--- src/rtl/ddr_wburst_seq_pkg.sv ---
// ddr_wburst_seq_pkg
// Shared definitions for the DDR3 byte-lane write-burst sequencer.
// Contents:
//   SeqState        - sequencer FSM states (IDLE, WAIT, PRE, DATA, POST)
//   DQS_PAT_*       - DQS serializer data nibbles, bit 0 leaves the serializer first
//   TRI_*           - tristate nibbles for the DQS and DQ serializers, 1 = hi-Z
package ddr_wburst_seq_pkg;

  typedef enum logic [2:0] {
    IDLE,
    WAIT,
    PRE,
    DATA,
    POST
  } SeqState;

  localparam logic [3:0] DQS_PAT_IDLE = 4'b0000;
  localparam logic [3:0] DQS_PAT_PRE  = 4'b0000;
  localparam logic [3:0] DQS_PAT_DATA = 4'b1010;
  localparam logic [3:0] DQS_PAT_POST = 4'b0000;

  // Preamble releases hi-Z halfway through the cycle, postamble re-enters it halfway
  localparam logic [3:0] TRI_PRE  = 4'b0011;
  localparam logic [3:0] TRI_POST = 4'b1100;
  localparam logic [3:0] TRI_ON   = 4'b0000;
  localparam logic [3:0] TRI_OFF  = 4'b1111;

endpackage

--- src/rtl/ddr_wburst_seq_if.sv ---
// ddr_wburst_seq_if
// Bundles the command handshake from the memory command sequencer and the
// nibble outputs toward the lane serializers / write buffer.
// Signals:
//   start   - one-cycle command pulse
//   nbursts - number of BL8 bursts minus 1, sampled with start
//   wlat    - cycles from start to preamble minus 1, sampled with start
//   busy    - sequence in progress
//   dq_re   - read strobe to the lane write buffer
//   dqs_din - DQS serializer data nibble
//   dqs_tin - DQS serializer tristate nibble
//   dq_tin  - DQ serializers tristate nibble
//   done    - one-cycle pulse in the postamble cycle
// Modports: master = command side, slave = sequencer side.
interface ddr_wburst_seq_if #(
  parameter int NB_WIDTH = 4,
  parameter int WL_WIDTH = 4
);

  logic                start;
  logic [NB_WIDTH-1:0] nbursts;
  logic [WL_WIDTH-1:0] wlat;
  logic                busy;
  logic                dq_re;
  logic [3:0]          dqs_din;
  logic [3:0]          dqs_tin;
  logic [3:0]          dq_tin;
  logic                done;

  modport master (
    output start, nbursts, wlat,
    input  busy, dq_re, dqs_din, dqs_tin, dq_tin, done
  );

  modport slave (
    input  start, nbursts, wlat,
    output busy, dq_re, dqs_din, dqs_tin, dq_tin, done
  );

endinterface

--- src/rtl/ddr_wburst_seq.sv ---
// ddr_wburst_seq
// Write-burst sequencer for one DDR3 byte lane in the clk_div domain. Times
// write latency, DQS preamble, DQS toggling for N back-to-back BL8 bursts and
// the postamble, and reads the lane write buffer one cycle ahead of use.
// Ports:
//   clk - clk_div-domain clock
//   rst - synchronous active-high reset
//   bus - ddr_wburst_seq_if.slave (command in, serializer nibbles out)
// Configuration:
//   DDR_WBURST_GAPLESS_EN - when defined, a start in the last DATA cycle is
//   merged into the running burst without postamble/preamble.
module ddr_wburst_seq
  import ddr_wburst_seq_pkg::*;
#(
  parameter int NB_WIDTH = 4,
  parameter int WL_WIDTH = 4
) (
  input  logic                   clk,
  input  logic                   rst,
  ddr_wburst_seq_if.slave        bus
);

  localparam logic [WL_WIDTH-1:0] LAT_ONE = {{(WL_WIDTH-1){1'b0}}, 1'b1};
  localparam logic [NB_WIDTH:0]   BEAT_ONE = {{NB_WIDTH{1'b0}}, 1'b1};

  SeqState             r_state;
  SeqState             w_stateNext;
  logic [WL_WIDTH-1:0] r_lat;
  logic [WL_WIDTH-1:0] w_latNext;
  logic [NB_WIDTH-1:0] r_nb;
  logic [NB_WIDTH-1:0] w_nbNext;
  logic [NB_WIDTH:0]   r_beat;
  logic [NB_WIDTH:0]   w_beatNext;
  logic                w_merge;

  logic                r_busy;
  logic                r_dqRe;
  logic                r_done;
  logic [3:0]          r_dqsDin;
  logic [3:0]          r_dqsTin;
  logic [3:0]          r_dqTin;

  logic                w_busy;
  logic                w_dqRe;
  logic                w_done;
  logic [3:0]          w_dqsDin;
  logic [3:0]          w_dqsTin;
  logic [3:0]          w_dqTin;

  // A follow-on command can only be merged while the last DATA beat is in
  // flight; otherwise the running burst ends normally with a postamble.
`ifdef DDR_WBURST_GAPLESS_EN
  assign w_merge = (r_state == DATA) && (r_beat == '0) && bus.start;
`else
  assign w_merge = 1'b0;
`endif

  // State and counter registers. The output nibbles lag the state by one
  // cycle, so the cycle right after start still shows idle outputs and the
  // preamble lands after edge wlat+1.
  always_ff @(posedge clk) begin
    if (rst) begin
      r_state <= IDLE;
      r_lat   <= '0;
      r_nb    <= '0;
      r_beat  <= '0;
    end else begin
      r_state <= w_stateNext;
      r_lat   <= w_latNext;
      r_nb    <= w_nbNext;
      r_beat  <= w_beatNext;
    end
  end

  // Next-state logic and per-state output values. The beat counter is loaded
  // with 2*(nbursts+1)-1, which is simply nbursts with a 1 appended, so the
  // all-ones burst count still fits without wrapping. A start is refused
  // while the registered busy is still high from the postamble cycle.
  always_comb begin
    w_stateNext = r_state;
    w_latNext   = r_lat;
    w_nbNext    = r_nb;
    w_beatNext  = r_beat;
    w_busy      = 1'b0;
    w_dqRe      = 1'b0;
    w_done      = 1'b0;
    w_dqsDin    = DQS_PAT_IDLE;
    w_dqsTin    = TRI_OFF;
    w_dqTin     = TRI_OFF;
    unique case (r_state)
      IDLE: begin
        if (bus.start && !r_busy) begin
          w_nbNext    = bus.nbursts;
          w_latNext   = bus.wlat;
          w_stateNext = (bus.wlat != '0) ? WAIT : PRE;
        end
      end
      WAIT: begin
        w_busy    = 1'b1;
        w_latNext = r_lat - LAT_ONE;
        if (r_lat == LAT_ONE) begin
          w_stateNext = PRE;
        end
      end
      PRE: begin
        w_busy      = 1'b1;
        w_dqRe      = 1'b1;
        w_dqsDin    = DQS_PAT_PRE;
        w_dqsTin    = TRI_PRE;
        w_dqTin     = TRI_OFF;
        w_beatNext  = {r_nb, 1'b1};
        w_stateNext = DATA;
      end
      DATA: begin
        w_busy   = 1'b1;
        w_dqsDin = DQS_PAT_DATA;
        w_dqsTin = TRI_ON;
        w_dqTin  = TRI_ON;
        w_dqRe   = (r_beat != '0) || w_merge;
        if (w_merge) begin
          w_nbNext   = bus.nbursts;
          w_beatNext = {bus.nbursts, 1'b1};
        end else if (r_beat == '0) begin
          w_stateNext = POST;
        end else begin
          w_beatNext = r_beat - BEAT_ONE;
        end
      end
      POST: begin
        w_busy      = 1'b1;
        w_done      = 1'b1;
        w_dqsDin    = DQS_PAT_POST;
        w_dqsTin    = TRI_POST;
        w_dqTin     = TRI_OFF;
        w_stateNext = IDLE;
      end
      default: begin
        w_stateNext = IDLE;
      end
    endcase
  end

  // Output registers; reset forces idle nibbles immediately with no postamble.
  always_ff @(posedge clk) begin
    if (rst) begin
      r_busy   <= 1'b0;
      r_dqRe   <= 1'b0;
      r_done   <= 1'b0;
      r_dqsDin <= DQS_PAT_IDLE;
      r_dqsTin <= TRI_OFF;
      r_dqTin  <= TRI_OFF;
    end else begin
      r_busy   <= w_busy;
      r_dqRe   <= w_dqRe;
      r_done   <= w_done;
      r_dqsDin <= w_dqsDin;
      r_dqsTin <= w_dqsTin;
      r_dqTin  <= w_dqTin;
    end
  end

  assign bus.busy    = r_busy;
  assign bus.dq_re   = r_dqRe;
  assign bus.done    = r_done;
  assign bus.dqs_din = r_dqsDin;
  assign bus.dqs_tin = r_dqsTin;
  assign bus.dq_tin  = r_dqTin;

endmodule
--- src/flat_wrapper.sv ---
// flat-port wrapper written by rule: the top's interface ports become plain ports
module ddr_wburst_seq_flat import ddr_wburst_seq_pkg::*;
#(
  parameter int NB_WIDTH = 4,
  parameter int WL_WIDTH = 4
)
  (clk, rst, bus_start, bus_nbursts, bus_wlat, bus_busy, bus_dq_re, bus_dqs_din, bus_dqs_tin, bus_dq_tin, bus_done);
  ddr_wburst_seq_if #(.NB_WIDTH(NB_WIDTH), .WL_WIDTH(WL_WIDTH)) bus_i ();
  input  logic clk;
  input  logic rst;
  input wire logic [$bits(bus_i.start)-1:0] bus_start;
  input wire logic [$bits(bus_i.nbursts)-1:0] bus_nbursts;
  input wire logic [$bits(bus_i.wlat)-1:0] bus_wlat;
  output wire logic [$bits(bus_i.busy)-1:0] bus_busy;
  output wire logic [$bits(bus_i.dq_re)-1:0] bus_dq_re;
  output wire logic [$bits(bus_i.dqs_din)-1:0] bus_dqs_din;
  output wire logic [$bits(bus_i.dqs_tin)-1:0] bus_dqs_tin;
  output wire logic [$bits(bus_i.dq_tin)-1:0] bus_dq_tin;
  output wire logic [$bits(bus_i.done)-1:0] bus_done;
  assign bus_i.start = bus_start;
  assign bus_i.nbursts = bus_nbursts;
  assign bus_i.wlat = bus_wlat;
  assign bus_busy = bus_i.busy;
  assign bus_dq_re = bus_i.dq_re;
  assign bus_dqs_din = bus_i.dqs_din;
  assign bus_dqs_tin = bus_i.dqs_tin;
  assign bus_dq_tin = bus_i.dq_tin;
  assign bus_done = bus_i.done;
  ddr_wburst_seq #(.NB_WIDTH(NB_WIDTH), .WL_WIDTH(WL_WIDTH)) u_core (.clk(clk), .rst(rst), .bus(bus_i));
endmodule
--- config.mk ---
export PLATFORM = sky130hd
export DESIGN_NAME = ddr_wburst_seq_flat
export DESIGN_NICKNAME = d
export VERILOG_FILES = /design/src/rtl/ddr_wburst_seq_pkg.sv /design/src/rtl/ddr_wburst_seq_if.sv /design/src/rtl/ddr_wburst_seq.sv /design/src/flat_wrapper.sv
export SDC_FILE = /design/constraint.sdc
export NUM_CORES = 1
export LEC_CHECK = 0
export CAP_MARGIN = 20
export CORE_ASPECT_RATIO = 0.9
export CORE_MARGIN = 2
export CORE_UTILIZATION = 52
export CTS_CLUSTER_SIZE = 30
export DETAILED_ROUTE_END_ITERATION = 7
export PLACE_DENSITY = 0.9
export SYNTH_ARGS = -nofsm -noshare
export SYNTH_HDL_FRONTEND = slang
export SYNTH_SLANG_ARGS = --single-unit
--- constraint.sdc ---
create_clock -name clk -period 4.75 [get_ports clk]
set_input_delay 0.95 -clock clk [delete_from_list [all_inputs] [get_ports clk]]
set_output_delay 0.95 -clock clk [all_outputs]
set_load 0.005 [all_outputs]
==> results of run 1 <==
[flip-flops by register name, summed over array words and instances, names as in the netlist]
register,flops
u_core.r_lat,4
u_core.bus.done,1
u_core.r_state,3
u_core.bus.dqs_din,1
u_core.bus.busy,1
u_core.r_beat,5
u_core.bus.dq_tin,1
u_core.r_nb,4
u_core.bus.dq_re,1
u_core.bus.dqs_tin,2
[per-stage QoR]
stage | power, mW | worst slack, ns | std cells | instance area, sq um
2_1_floorplan | 0.2773 | 2.841 | 134 | 1141
3_3_place_gp | 0.2939 | 2.141 | 168 | 1309
3_5_place_dp | 0.2983 | 2.102 | 168 | 1309
4_1_cts | 0.3858 | 2.438 | 172 | 1335
5_1_grt | 0.4052 | 2.366 | 172 | 1335
6_report | 0.3832 | 2.415 | 172 | 1335
[worst max-delay path, stage by stage]
cell	delay [ns]
clkdlybuf4s50_1	0.75
or4b_2	0.79
o21ai_0	0.08
[path summary, 6_finish.rpt]
| check | start | end | slack, ns |
|---|---|---|---|
| min reg2reg | u_core.r_nb[2] | u_core.r_nb[2] | 0.47 |
| max reg2reg | u_core.r_beat[0] | u_core.r_beat[1] | 3.00 |
| max | rst | u_core.r_beat[2] | 2.42 |
| min | u_core.r_nb[2] | u_core.r_nb[2] | 0.47 |
[power breakdown]
part           total [mW]  internal [mW]  switching [mW]
Clock              0.0892         0.0328          0.0564
Sequential          0.219          0.205          0.0144
Combinational      0.0749         0.0372          0.0378
[layout make-up]
class,count,area (sq um),area share
multi-input cells,87,554.3,0.4152
flip-flops and latches,23,460.4,0.3449
repair buffers,23,230.2,0.1724
well taps,27,33.78,0.02530
inverters,8,30.03,0.02249
clock buffers,4,26.28,0.01968
[cell usage in the layout (no fill, tap or decap), types with 2 or more instances in the layout]
cell type	count
inv_1	8
conb_1	2
nor4b_1	2
nor3_1	4
clkbuf_4	3
a22oi_1	2
ha_1	3
nand3_1	4
a221oi_1	2
clkdlybuf4s50_1	23
o21ai_0	4
dfxtp_1	23
nor2_1	11
a21o_1	2
a21oi_1	13
nand2b_1	2
nand2_1	13
[cell families (layout without fill, tap and decap cells)]
kind of cell             Yosys count  count (layout)  share of synthesized area
AND/OR/NAND/NOR                   49              49                     0.2497
buffers and inverters             24              35                     0.1111
XOR/XNOR                           1               1                   0.007702
adder cells (fa/ha/maj)            3               3                    0.03301
other                              1               2                   0.003297
flip-flops                        23              23                     0.4048
AO/OA/AOI/OAI                     32              32                     0.1903
[layer usage]
metal | GRT usage | part of all wire | routed length, microns
met1 | 0.2161 | 0.44 | 998
met2 | 0.3169 | 0.49 | 1105
met3 | 0.04630 | 0.052 | 116
met4 | 0.07265 | 0.012 | 27
met5 | 0 | 0 | 0
==> impl_metrics.py, run 1 <==
metrics = {
    "floorplan": {
        "die_h_microns": 48.37,
        "dieArea_sq_um": 2578,
        "rows": 16,
        "core_area_sq_um": 2122,
        "start_util": 0.5360,
        "io_pins": 26,
        "die_x_microns": 53.30,
    },
    "final_layout": {
        "area_growth_pct": 17.38,
        "fin_util": 0.6291,
        "drive_gt1_frac": 0.08276,
        "fillers": 214,
        "nNetsFinal": 160,
        "antenna_cells": 0,
    },
    "power": {
        "power_leakage_nw": 0.4960,
        "vdd_ir_drop_max_mv": 0.1782,
        "power.density_nw_per_um2": 287.0,
    },
    "clocking": {
        "hold_buffers": 0,
        "post_cts_resized": 0,
        "clkTransAtPathRegs_ns": 0.12,
        "cts_buffers": 3,
        "cts_sinks": 23,
        "post-cts-setup-buffer-count": 0,
        "cts_buffer_depth": 2,
        "htree_levels": 1,
        "cts-root-buf": "clkbuf_4",
        "insertion_delay_ns": 0.31,
        "tritoncts": "yes",
    },
    "worst_setup_path": {
        "reg2reg_depth": 6,
        "critPathArrivalTime_ns": 2.58,
        "worstSetupPathType": "in -> reg",
        "worst-path-max-fanout": 18,
        "critPathLaunchType": "input port",
        "critPathCaptureType": "register",
        "critPathRequiredTime_ns": 4.99,
    },
    "synthesis": {
        "synth_edf_count": 0,
        "async_flop_share": 0,
        "synthCells": 133,
        "yosysMostFrequentCell": "dfxtp_1",
        "synth_top_area_share": 0.4048,
        "synth_top_flop_cell": "dfxtp_1",
        "ys.warnings.count": 0,
        "synthTopCellsByCount": "23 x dfxtp_1, 13 x a21oi_1, 13 x nand2_1, 11 x nor2_1, 9 x buf_4",
        "avgSynthCellArea_sq_um": 8.551,
        "synth_top_area_cell": "dfxtp_1",
        "ys_seq_area_frac": 0.4048,
        "synth_area_sq_um": 1137,
        "synthDistinctLibCells": 42,
        "synthTopCellsByArea": "dfxtp_1 40%, buf_4 5.9%, a21oi_1 5.7%",
        "ys_ff_latch": 23,
    },
    "min_path": {
        "hold_depth": 2,
        "hold_class": "reg -> reg",
    },
    "global_routing": {
        "grt_pass1_wl_microns": 3588,
        "grt_max_degree": 19,
        "grt_usage": 0.1856,
        "antenna_found_initial": 0,
        "grt_pass1_vias": 867,
        "gr-total-overflow": 0,
    },
    "detailed_routing": {
        "vias": 997,
        "drc": 0,
        "drt-initial-drc-count": 23,
        "finalWirelength_microns": 2248,
        "first_pass_iters": 4,
        "wl_per_cell_microns": 13.07,
        "vias_per_cell": 5.797,
        "ant_nets": 0,
    },
    "placement": {
        "gp_congestion": 0.8918,
        "hpwl_microns": 1705,
        "port_buffers": 23,
    },
    "timing": {
        "final_hold_viol_count": 0,
        "post-route-period-util": 0.4915,
        "finalSetupViolCount": 0,
        "hold_ws_ns": 0.4726,
        "worst_pin_slew_ns": 0.6808,
        "finalCriticalPeriod_ns": 2.335,
        "rsz0062_at_grt": "false",
        "fmax_mhz": 428.3,
        "final_max_slew_viol_count": 0,
        "clock_skew_ns": 0.006069,
        "timing.slew.headroom": 0.5447,
        "fin_setup_tns_ns": 0,
    },
    "flow_run": {
        "cap_viol_max_count": 0,
    },
    "status": {
        "status": "completed",
    },
}
Note: power is estimated with default switching activity, not from simulation.
==> run 2: changes to the inputs <==
CORE_UTILIZATION = 44   (was 52)
PLACE_DENSITY = 0.82   (was 0.9)
clock period = 2.05 ns   (was 4.75 ns; I/O delays follow)
==> impl_metrics.py, run 2 (synthesized netlist as in run 1, its figures left out) <==
metrics = {
    "clocking": {
        "htree_levels": 1,
        "cts-root-buf": "clkbuf_4",
        "post-cts-setup-buffer-count": 0,
        "post_cts_resized": 0,
        "cts_sinks": 23,
        "clkTransAtPathRegs_ns": 0.12,
        "hold_buffers": 0,
        "tritoncts": "yes",
        "cts_buffers": 3,
        "insertion_delay_ns": 0.31,
        "cts_buffer_depth": 2,
    },
    "worst_setup_path": {
        "r2r-start": "u_core.r_beat[0]",
        "critPathCaptureType": "register",
        "reg2reg_depth": 6,
        "worstSetupPathType": "reg -> reg",
        "worst-path-max-fanout": 5,
        "critPathRequiredTime_ns": 2.27,
        "cp.buffers_inverters": 1,
        "cp_cell_sequence": "inv_1 > ha_1 > or4b_4 > nand3_2 > o21ai_2 > a2111oi_2",
        "cpPeakStageDelay_ns": 0.52,
        "critPathSlowestCell": "or4b_4",
        "critPathLaunchType": "register",
        "r2r-end": "u_core.r_beat[1]",
        "critPathArrivalTime_ns": 1.97,
        "cp_top_family": "simple AND/OR/NAND/NOR gates",
        "ff2ff_setup_slack_ns": 0.31,
    },
    "floorplan": {
        "start_util": 0.4650,
        "rows": 17,
        "dieArea_sq_um": 3008,
        "die_x_microns": 57.59,
        "die_h_microns": 52.23,
        "io_pins": 26,
        "core_area_sq_um": 2446,
    },
    "detailed_routing": {
        "wl_per_cell_microns": 13.43,
        "first_pass_iters": 4,
        "vias": 986,
        "ant_nets": 0,
        "drt-initial-drc-count": 18,
        "finalWirelength_microns": 2350,
        "drc": 0,
        "wl_met2_microns": 1175,
        "vias_per_cell": 5.634,
        "top_layer": "met4",
        "wl_met3_microns": 174,
        "m1WireLength_microns": 985,
    },
    "final_layout": {
        "area_growth_pct": 18.92,
        "drive_gt1_frac": 0.1020,
        "largest_reg_flops": 5,
        "fillers": 231,
        "layout_common_cells": "23 x clkdlybuf4s50_1, 23 x dfxtp_1, 13 x a21oi_1, 13 x nand2_1, 11 x nor2_1",
        "fin_util": 0.5529,
        "regMostFlops": "u_core.r_beat",
        "nNetsFinal": 162,
        "antenna_cells": 0,
        "reg.largest.list": "u_core.r_beat: 5 flops, u_core.r_lat: 4 flops, u_core.r_nb: 4 flops",
    },
    "timing": {
        "final_hold_viol_count": 0,
        "worst_pin_slew_ns": 0.6099,
        "rsz0062_at_grt": "false",
        "fin_ws_ns": 0.3076,
        "clock_skew_ns": 0.003327,
        "fin_setup_tns_ns": 0,
        "finalCriticalPeriod_ns": 1.742,
        "post-route-period-util": 0.8499,
        "timing.slew.headroom": 0.5928,
        "finalSetupViolCount": 0,
        "fmax_mhz": 573.9,
        "hold_ws_ns": 0.4696,
        "final_max_slew_viol_count": 0,
    },
    "power": {
        "total_power_uw": 896.1,
        "vdd_ir_drop_max_mv": 0.4628,
        "power.density_nw_per_um2": 662.6,
        "power_leakage_nw": 0.5090,
    },
    "global_routing": {
        "grt_usage": 0.1699,
        "grt_max_degree": 18,
        "grt_pass1_wl_microns": 3898,
        "gr-total-overflow": 0,
        "grt_pass1_vias": 947,
        "antenna_found_initial": 0,
    },
    "min_path": {
        "hold_path_end": "u_core.r_nb[1]",
        "hold_class": "reg -> reg",
        "worstHoldStart": "u_core.r_nb[1]",
        "hold_depth": 2,
    },
    "placement": {
        "pre_cts_ws_ns": 0.1452,
        "port_buffers": 23,
        "gp_congestion": 0.9623,
        "hpwl_microns": 1768,
    },
    "status": {
        "status": "completed",
    },
    "flow_run": {
        "cap_viol_max_count": 0,
    },
}
==> run 2: cell type report <==
type / instances / area (sq um) / share of cell area
multi-input cells: 87 / 554.3 / 0.4098
repair buffers: 25 / 245.2 / 0.1813
inverters: 8 / 30.03 / 0.02220
well taps: 28 / 35.03 / 0.02590
flip-flops and latches: 23 / 460.4 / 0.3404
clock inverters: 1 / 5.005 / 0.003700
clock buffers: 3 / 22.52 / 0.01665
==> run 2: where the power goes <==
part           internal [mW]  switching, mW
sequential             0.474         0.0357
combinational         0.0881         0.0889
clock                 0.0730          0.136
==> run 2: through the flow <==
step / area (sq um) / instances
final: 1353 / 175
after global routing: 1353 / 175
after CTS: 1353 / 175
after detailed placement: 1325 / 171
after global placement: 1325 / 171
after floorplan: 1141 / 134
==> run 2: worst min-delay path: stages (launching register included) <==
cell	delay [ns]
dfxtp_1	0.34
nand2_1	0.05
a21oi_1	0.05
==> run 2: worst max-delay path by stage <==
stage | from | to | slack (ns) | cells after the start
4_1_cts | u_core.r_beat[0] | u_core.r_beat[1] | 0.29 | 6
5_1_grt | u_core.r_beat[0] | u_core.r_beat[1] | 0.18 | 6
6_report | u_core.r_beat[0] | u_core.r_beat[1] | 0.31 | 6
3_5_place_dp | bus_start | u_core.r_lat[0] | 0.15 | 5
3_3_place_gp | bus_start | u_core.r_lat[1] | 0.19 | 5
2_1_floorplan | u_core.r_beat[0] | u_core.r_beat[1] | 0.47 | 6
==> run 2: layer usage <==
layer | track usage | vias up
met3 | 0.06173 | 2
met5 | 0 | -
met2 | 0.3049 | 33
met1 | 0.1771 | 462
li1 | - | 489
met4 | 0.07752 | 0
